**src/rtl/obj_row_scanner_pkg.sv**
```systemverilog
// Shared constants, object-entry layout and FSM encoding for the object row scanner.
package obj_row_scanner_pkg;

    localparam int NUM_COLS = 19;
    localparam int NUM_ROWS = 15;
    localparam int ACTIVE_H = 608;
    localparam int ACTIVE_V = 480;

    localparam int OBJ_W        = 13;
    localparam int OBJ_ON_BIT   = 12;
    localparam int OBJ_TILE_LSB = 9;
    localparam int OBJ_TILE_W   = 3;
    localparam int OBJ_X_LSB    = 4;
    localparam int OBJ_X_W      = 5;
    localparam int OBJ_Y_LSB    = 0;
    localparam int OBJ_Y_W      = 4;

    typedef enum logic [1:0] {
        IDLE  = 2'd0,
        CLEAR = 2'd1,
        SCAN  = 2'd2
    } scanState_t;

    typedef struct packed {
        logic                  isOn;
        logic [OBJ_TILE_W-1:0] tile;
        logic [OBJ_X_W-1:0]    x;
        logic [OBJ_Y_W-1:0]    y;
    } objEntry_t;

    function automatic objEntry_t decodeObj(input logic [OBJ_W-1:0] w);
        objEntry_t e;
        e.isOn = w[OBJ_ON_BIT];
        e.tile = w[OBJ_TILE_LSB +: OBJ_TILE_W];
        e.x    = w[OBJ_X_LSB +: OBJ_X_W];
        e.y    = w[OBJ_Y_LSB +: OBJ_Y_W];
        return e;
    endfunction

endpackage

```
**src/rtl/obj_row_scanner_ram.sv**
```systemverilog
// Object RAM: resettable register file, one write port, one combinational read port.
module obj_ram
    import obj_row_scanner_pkg::*;
#(
    parameter int NUM_OBJ = 16
) (
    input  logic             clk,
    input  logic             reset,
    input  logic [3:0]       iWrAddr,
    input  logic [OBJ_W-1:0] iWrData,
    input  logic             iWe,
    input  logic [3:0]       iRdAddr,
    output logic [OBJ_W-1:0] oRdData
);

    logic [OBJ_W-1:0] rdArr [NUM_OBJ];

    generate
        for (genvar gi = 0; gi < NUM_OBJ; gi++) begin : gEntry
            logic [OBJ_W-1:0] entryReg;

            always_ff @(posedge clk) begin
                if (reset) begin
                    entryReg <= '0;
                end else if (iWe && iWrAddr == 4'(gi)) begin
                    entryReg <= iWrData;
                end
            end

            assign rdArr[gi] = entryReg;
        end
    endgenerate

    // Read sees the pre-write value in the cycle of a write.
    assign oRdData = rdArr[iRdAddr];

endmodule

```
**src/rtl/obj_row_scanner.sv**
```systemverilog
// Per-line object scanner: fills a 19-column tile buffer during blanking,
// then looks up the covering object for each pixel with a 2-cycle pipeline.
module obj_row_scanner
    import obj_row_scanner_pkg::*;
#(
    parameter int NUM_OBJ    = 16,
    parameter int X_OFFSET   = 16,
    parameter int TILE_SHIFT = 5
) (
    input  logic             clk,
    input  logic             reset,
    input  logic [3:0]       iObjRam_addr,
    input  logic [OBJ_W-1:0] iObjRam_data,
    input  logic             iObjRam_we,
    input  logic [9:0]       iHCnt,
    input  logic [9:0]       iVCnt,
    input  logic             iLineStart,
    output logic             oTile_valid,
    output logic [2:0]       oTile_no,
    output logic [4:0]       oTile_px,
    output logic [4:0]       oTile_py,
    output logic             oScan_busy,
    output logic             oOverrun
);

    localparam logic [10:0] H_LO = 11'(X_OFFSET);
    localparam logic [10:0] H_HI = 11'(X_OFFSET + ACTIVE_H);

    scanState_t       stateReg;
    logic [4:0]       cntReg;
    logic [3:0]       rowReg;
    logic             busyReg;
    logic             overrunReg;

    logic [OBJ_W-1:0] ramRdData;
    objEntry_t        rdObj;
    logic             trigger;
    logic             scanHit;
    logic             scanWr;
    logic             clearWr;

    logic [NUM_COLS-1:0] bufValid;
    logic [2:0]          bufTile [NUM_COLS];

    obj_ram #(.NUM_OBJ(NUM_OBJ)) uObjRam (
        .clk     (clk),
        .reset   (reset),
        .iWrAddr (iObjRam_addr),
        .iWrData (iObjRam_data),
        .iWe     (iObjRam_we),
        .iRdAddr (cntReg[3:0]),
        .oRdData (ramRdData)
    );

    assign trigger = iLineStart && (iVCnt < 10'(ACTIVE_V)) && (iVCnt[4:0] == 5'd0);
    assign rdObj   = decodeObj(ramRdData);
    assign scanHit = (stateReg == SCAN) && rdObj.isOn && (rdObj.y == rowReg)
                     && (rdObj.x < 5'(NUM_COLS));
    // An already-valid column keeps its tile, so the lowest RAM address wins.
    assign scanWr  = scanHit && !bufValid[rdObj.x];
    assign clearWr = (stateReg == CLEAR);

    always_ff @(posedge clk) begin
        if (reset) begin
            stateReg   <= IDLE;
            cntReg     <= '0;
            rowReg     <= '0;
            busyReg    <= 1'b0;
            overrunReg <= 1'b0;
        end else begin
            overrunReg <= trigger && busyReg;
            case (stateReg)
                IDLE: begin
                    if (trigger) begin
                        stateReg <= CLEAR;
                        cntReg   <= '0;
                        rowReg   <= 4'(iVCnt >> TILE_SHIFT);
                        busyReg  <= 1'b1;
                    end
                end
                CLEAR: begin
                    if (cntReg == 5'(NUM_COLS - 1)) begin
                        stateReg <= SCAN;
                        cntReg   <= '0;
                    end else begin
                        cntReg <= cntReg + 5'd1;
                    end
                end
                SCAN: begin
                    if (cntReg == 5'(NUM_OBJ - 1)) begin
                        stateReg <= IDLE;
                        cntReg   <= '0;
                        busyReg  <= 1'b0;
                    end else begin
                        cntReg <= cntReg + 5'd1;
                    end
                end
                default: begin
                    stateReg <= IDLE;
                    cntReg   <= '0;
                    busyReg  <= 1'b0;
                end
            endcase
        end
    end

    generate
        for (genvar gi = 0; gi < NUM_COLS; gi++) begin : gCol
            logic       validReg;
            logic [2:0] tileReg;

            always_ff @(posedge clk) begin
                if (reset) begin
                    validReg <= 1'b0;
                    tileReg  <= '0;
                end else if (clearWr && cntReg == 5'(gi)) begin
                    validReg <= 1'b0;
                end else if (scanWr && rdObj.x == 5'(gi)) begin
                    validReg <= 1'b1;
                    tileReg  <= rdObj.tile;
                end
            end

            assign bufValid[gi] = validReg;
            assign bufTile[gi]  = tileReg;
        end
    endgenerate

    logic [10:0] hExt;
    logic [9:0]  hRel;
    logic        inRange;
    logic        s1InRange;
    logic [4:0]  s1Col;
    logic [4:0]  s1Px;
    logic [4:0]  s1Py;
    logic        s2Hit;

    assign hExt    = {1'b0, iHCnt};
    assign hRel    = iHCnt - 10'(X_OFFSET);
    assign inRange = (hExt >= H_LO) && (hExt < H_HI) && (iVCnt < 10'(ACTIVE_V));
    assign s2Hit   = s1InRange && (s1Col < 5'(NUM_COLS)) && bufValid[s1Col];

    always_ff @(posedge clk) begin
        if (reset) begin
            s1InRange   <= 1'b0;
            s1Col       <= '0;
            s1Px        <= '0;
            s1Py        <= '0;
            oTile_valid <= 1'b0;
            oTile_no    <= '0;
            oTile_px    <= '0;
            oTile_py    <= '0;
        end else begin
            s1InRange   <= inRange;
            s1Col       <= 5'(hRel >> TILE_SHIFT);
            s1Px        <= hRel[4:0];
            s1Py        <= iVCnt[4:0];
            oTile_valid <= s2Hit;
            oTile_no    <= s2Hit ? bufTile[s1Col] : 3'd0;
            oTile_px    <= s1Px;
            oTile_py    <= s1Py;
        end
    end

    assign oScan_busy = busyReg;
    assign oOverrun   = overrunReg;

endmodule

```
**config.mk**
```make
export PLATFORM = sky130hd
export DESIGN_NAME = obj_row_scanner
export DESIGN_NICKNAME = d
export VERILOG_FILES = /design/src/rtl/obj_row_scanner_pkg.sv /design/src/rtl/obj_row_scanner_ram.sv /design/src/rtl/obj_row_scanner.sv
export SDC_FILE = /design/constraint.sdc
export NUM_CORES = 1
export LEC_CHECK = 0
export BUFFER_PORTS_ARGS = -buffer_cell sky130_fd_sc_hd__buf_4
export CAP_MARGIN = 40
export CORE_ASPECT_RATIO = 0.9
export CORE_MARGIN = 2
export CORE_UTILIZATION = 56
export CTS_BUF_LIST = sky130_fd_sc_hd__clkbuf_4
export DETAILED_ROUTE_END_ITERATION = 7
export HOLD_SLACK_MARGIN = 0.06
export PLACE_DENSITY = 0.7
export SLEW_MARGIN = 40
export SYNTH_ARGS = -nofsm -noshare
export SYNTH_HDL_FRONTEND = slang
export SYNTH_HIERARCHICAL = 1
export SYNTH_SLANG_ARGS = --single-unit
```
**constraint.sdc**
```tcl
create_clock -name clk -period 8.3 [get_ports clk]
set_input_delay 1.66 -clock clk [delete_from_list [all_inputs] [get_ports clk]]
set_output_delay 1.66 -clock clk [all_outputs]
set_load 0.02 [all_outputs]
```
==> flow_metrics.py <==
metrics = {
    "pwr": {
        "switchingPower_uw": 825,
        "clockPowerShare_pct": 40.8,
        "p_per_area_mw_per_mm2": 186,
        "internal_power_uw": 2240,
        "pwr-share-comb_pct": 7.1,
        "p_leak_uw": 0.00580,
        "sw_frac_of_total_pct": 26.9,
        "ir_drop_mv": 0.111,
        "p_seq_share_pct": 52.1,
    },
    "sta": {
        "relSlewSlack_pct": 43.2,
        "fmax_ghz": 0.222,
        "drv_slew": 0,
        "fin_crit_sh_pct": 54.3,
        "rsz0062_at_grt": "no",
        "hold_violations": 0,
        "setup-tns-final_ns": 0,
        "finClkSkew_ns": 0.0641,
        "hold_ws_ns": 0.433,
        "fin_crit_ns": 4.51,
        "worstMarginPinSlew_ns": 0.850,
        "setup_ws_ns": 3.79,
        "setup_violations": 0,
    },
    "cts": {
        "cts-buffers-inserted": 84,
        "post_cts_buffers": 0,
        "cts_hold_buf": 0,
        "clock_path_buffers": 3,
        "cts-root-buf": "clkbuf_4",
        "cts_max_level": 3,
        "clk_pin_slew_ns": 0.06,
        "cts_tree": "done",
        "cts_resized": 0,
        "cts_num_sinks": 327,
        "clkLatencyLatePin_ns": 0.74,
    },
    "final_layout": {
        "layout-drive-gt1-share_pct": 15.6,
        "multiInputGateArea_sq_mm": 0.00787,
        "finish.instance_area_sq_mm": 0.0165,
        "seq_area_sq_mm": 0.00655,
        "fin_nets": 1724,
        "area_delta_synth_final_pct": 8.07,
        "fillers": 2266,
        "post-route-util_pct": 61.2,
    },
    "drt": {
        "firstDrtPassIters": 6,
        "drtIter0Drc": 1305,
        "wl_microns": 43000,
        "ant_nets": 0,
        "route.detailed.drc": 0,
        "post_drt_wl_per_cell_microns": 20.7,
        "via_count": 13400,
        "via_per_inst": 6.44,
    },
    "global_routing": {
        "grtUsageMet3_pct": 5.40,
        "grt_overflow": 0,
        "grt_max_degree": 127,
        "grt.total_usage_pct": 30.0,
        "grt_pass1_wl_microns": 68800,
        "grt_util_met1_pct": 42.5,
        "met2_usage_pct": 46.1,
        "grt_antenna_before_repair": 1,
        "grt_pass1_vias": 12900,
        "busiest_layer": "met2",
    },
    "floorplan": {
        "chipWidth_microns": 178,
        "row_count": 57,
        "core_area_sq_mm": 0.0269,
        "dieArea_sq_mm": 0.0285,
        "io_pins": 57,
        "start_util_pct": 56.7,
        "die_y_microns": 160,
    },
    "logic_synthesis": {
        "syn_area_sq_mm": 0.0152,
        "syn_inst": 1701,
        "synth.top_cell.area_share_pct": 43.0,
        "yosysTopAreaCell": "dfxtp_1",
        "synth_area_leaders": "dfxtp_1 43%, a21oi_1 8.6%, nand3_1 7.5%",
        "synth.distinct_cells": 61,
        "ys_ff_latch": 327,
        "async_flop_share_pct": 0,
        "yosysMostFrequentCell": "dfxtp_1",
        "synth_edf_count": 0,
        "synth_area_per_cell_sq_um": 8.96,
        "ys_top_cells_by_count": "327 x dfxtp_1, 263 x a21oi_1, 228 x nand3_1",
        "synth_warnings": 6,
        "synth_ff_type": "dfxtp_1",
        "synth_nets": 1753,
        "seq_area_frac_synth_pct": 43.0,
    },
    "setup_path": {
        "reg2reg_setup_slack_ns": 3.79,
        "end_kind": "register",
        "path_class": "register to register",
        "path_max_fanout": 39,
        "ff2ff_path_depth": 9,
        "r2r_start": "cntReg[0]$_SDFFE_PP0P_",
        "crit_required_ns": 8.93,
        "cp-start-kind": "register",
        "r2r-end": "gCol[8].tileReg[2]$_SDFFE_PP0P_",
        "arrival_ns": 5.14,
    },
    "placement": {
        "dp_hpwl_microns": 23700,
        "gp_congestion": 0.863,
        "port_buffers": 56,
        "post-place-ws_ns": 3.82,
        "placed_area_sq_mm": 0.0155,
    },
    "hold_path": {
        "hold_class": "register to register",
        "holdPathEnd": "oTile_px[1]$_SDFF_PP0_",
        "hold_path_depth": 1,
        "hp-start": "s1Px[1]$_SDFF_PP0_",
    },
    "flow_run": {
        "maxCapViolCount": 0,
    },
    "outcome": {
        "status": "complete, no violations",
    },
}
kinds of logic after synthesis:
group | Yosys count | synth area share [%]
AOI/OAI and AO/OA | 537 | 18.6
DFF | 327 | 43.0
muxes | 138 | 15.5
and+or+nand+nor | 475 | 15.9
buffers and inverters | 207 | 5.72
adders and majority gates | 11 | 0.903
xor gates and xnor gates | 6 | 0.345
worst max-delay path, stage by stage (launching register included):
cell	delay (ns)
dfxtp_4	0.82
buf_4	0.49
mux4_1	0.60
a22oi_1	0.25
nand2_1	0.46
mux4_2	0.64
or3_4	0.35
nor4_4	0.26
and3_1	0.32
mux2i_1	0.21
how the worst max path moves through the flow:
stage                                start                               to  slack [ns]  cells after the start
floorplan           cntReg[0]$_SDFFE_PP0P_  gCol[8].tileReg[0]$_SDFFE_PP0P_        5.15                     12
global placement    cntReg[0]$_SDFFE_PP0P_  gCol[8].tileReg[2]$_SDFFE_PP0P_        3.90                      9
detailed placement  cntReg[0]$_SDFFE_PP0P_  gCol[8].tileReg[1]$_SDFFE_PP0P_        3.82                      9
CTS                 cntReg[0]$_SDFFE_PP0P_  gCol[8].tileReg[1]$_SDFFE_PP0P_        3.77                      9
global route        cntReg[0]$_SDFFE_PP0P_  gCol[8].tileReg[2]$_SDFFE_PP0P_        3.51                      9
finish              cntReg[0]$_SDFFE_PP0P_  gCol[8].tileReg[2]$_SDFFE_PP0P_        3.79                      9
sequential cells by signal (all words and copies together) (netlist names), 2 cells and up:
register                 cells
uObjRam/gEntry.entryReg    208
gCol.tileReg                57
gCol.validReg               19
cntReg                       5
oTile_px                     5
oTile_py                     5
s1Col                        5
s1Px                         5
s1Py                         5
rowReg                       4
oTile_no                     3
stateReg                     2
layer usage:
metal | share of wire, % | up-vias
li1 | - | 6156
met1 | 43 | 6450
met2 | 46 | 684
met3 | 9.3 | 75
met4 | 2.4 | 0
met5 | 0 | -
through the flow:
stage,std cells,total power (uW)
floorplan,1701,1770
global placement,1938,1840
detailed placement,1939,1840
CTS,2072,3080
global route,2074,3180
finish,2074,3070
placed cells by master (no fill, tap or decap), types with 16 or more instances in the layout:
master and n:
mux4_2 46, dfxtp_1 325, nor2b_1 28, nor2_1 46
mux2i_1 64, a22oi_1 29, buf_4 77, mux4_1 25
a21oi_1 263, nand3_1 228, nand4_1 16, o21ai_0 210
clkinv_1 20, nand2_1 89, clkbuf_4 105
final cells by class:
class | instances | share of cell area (%)
Sequential cell | 327 | 39.8
Timing Repair Buffer | 81 | 3.90
Clock buffer | 105 | 4.79
Inverter | 11 | 0.251
Clock inverter | 28 | 0.798
Multi-Input combinational cell | 1167 | 47.8
Antenna cell | 1 | 0.0152
Tap cell | 354 | 2.69
power by group through the flow:
stage | Combinational (uW) | Clock [uW] | Sequential, uW
floorplan | 140 | 0 | 1630
finish | 217 | 1250 | 1600
global placement | 208 | 0 | 1630
CTS | 211 | 1270 | 1600
detailed placement | 210 | 0 | 1630
global route | 232 | 1350 | 1600
Note: power is estimated with default switching activity, not from simulation.
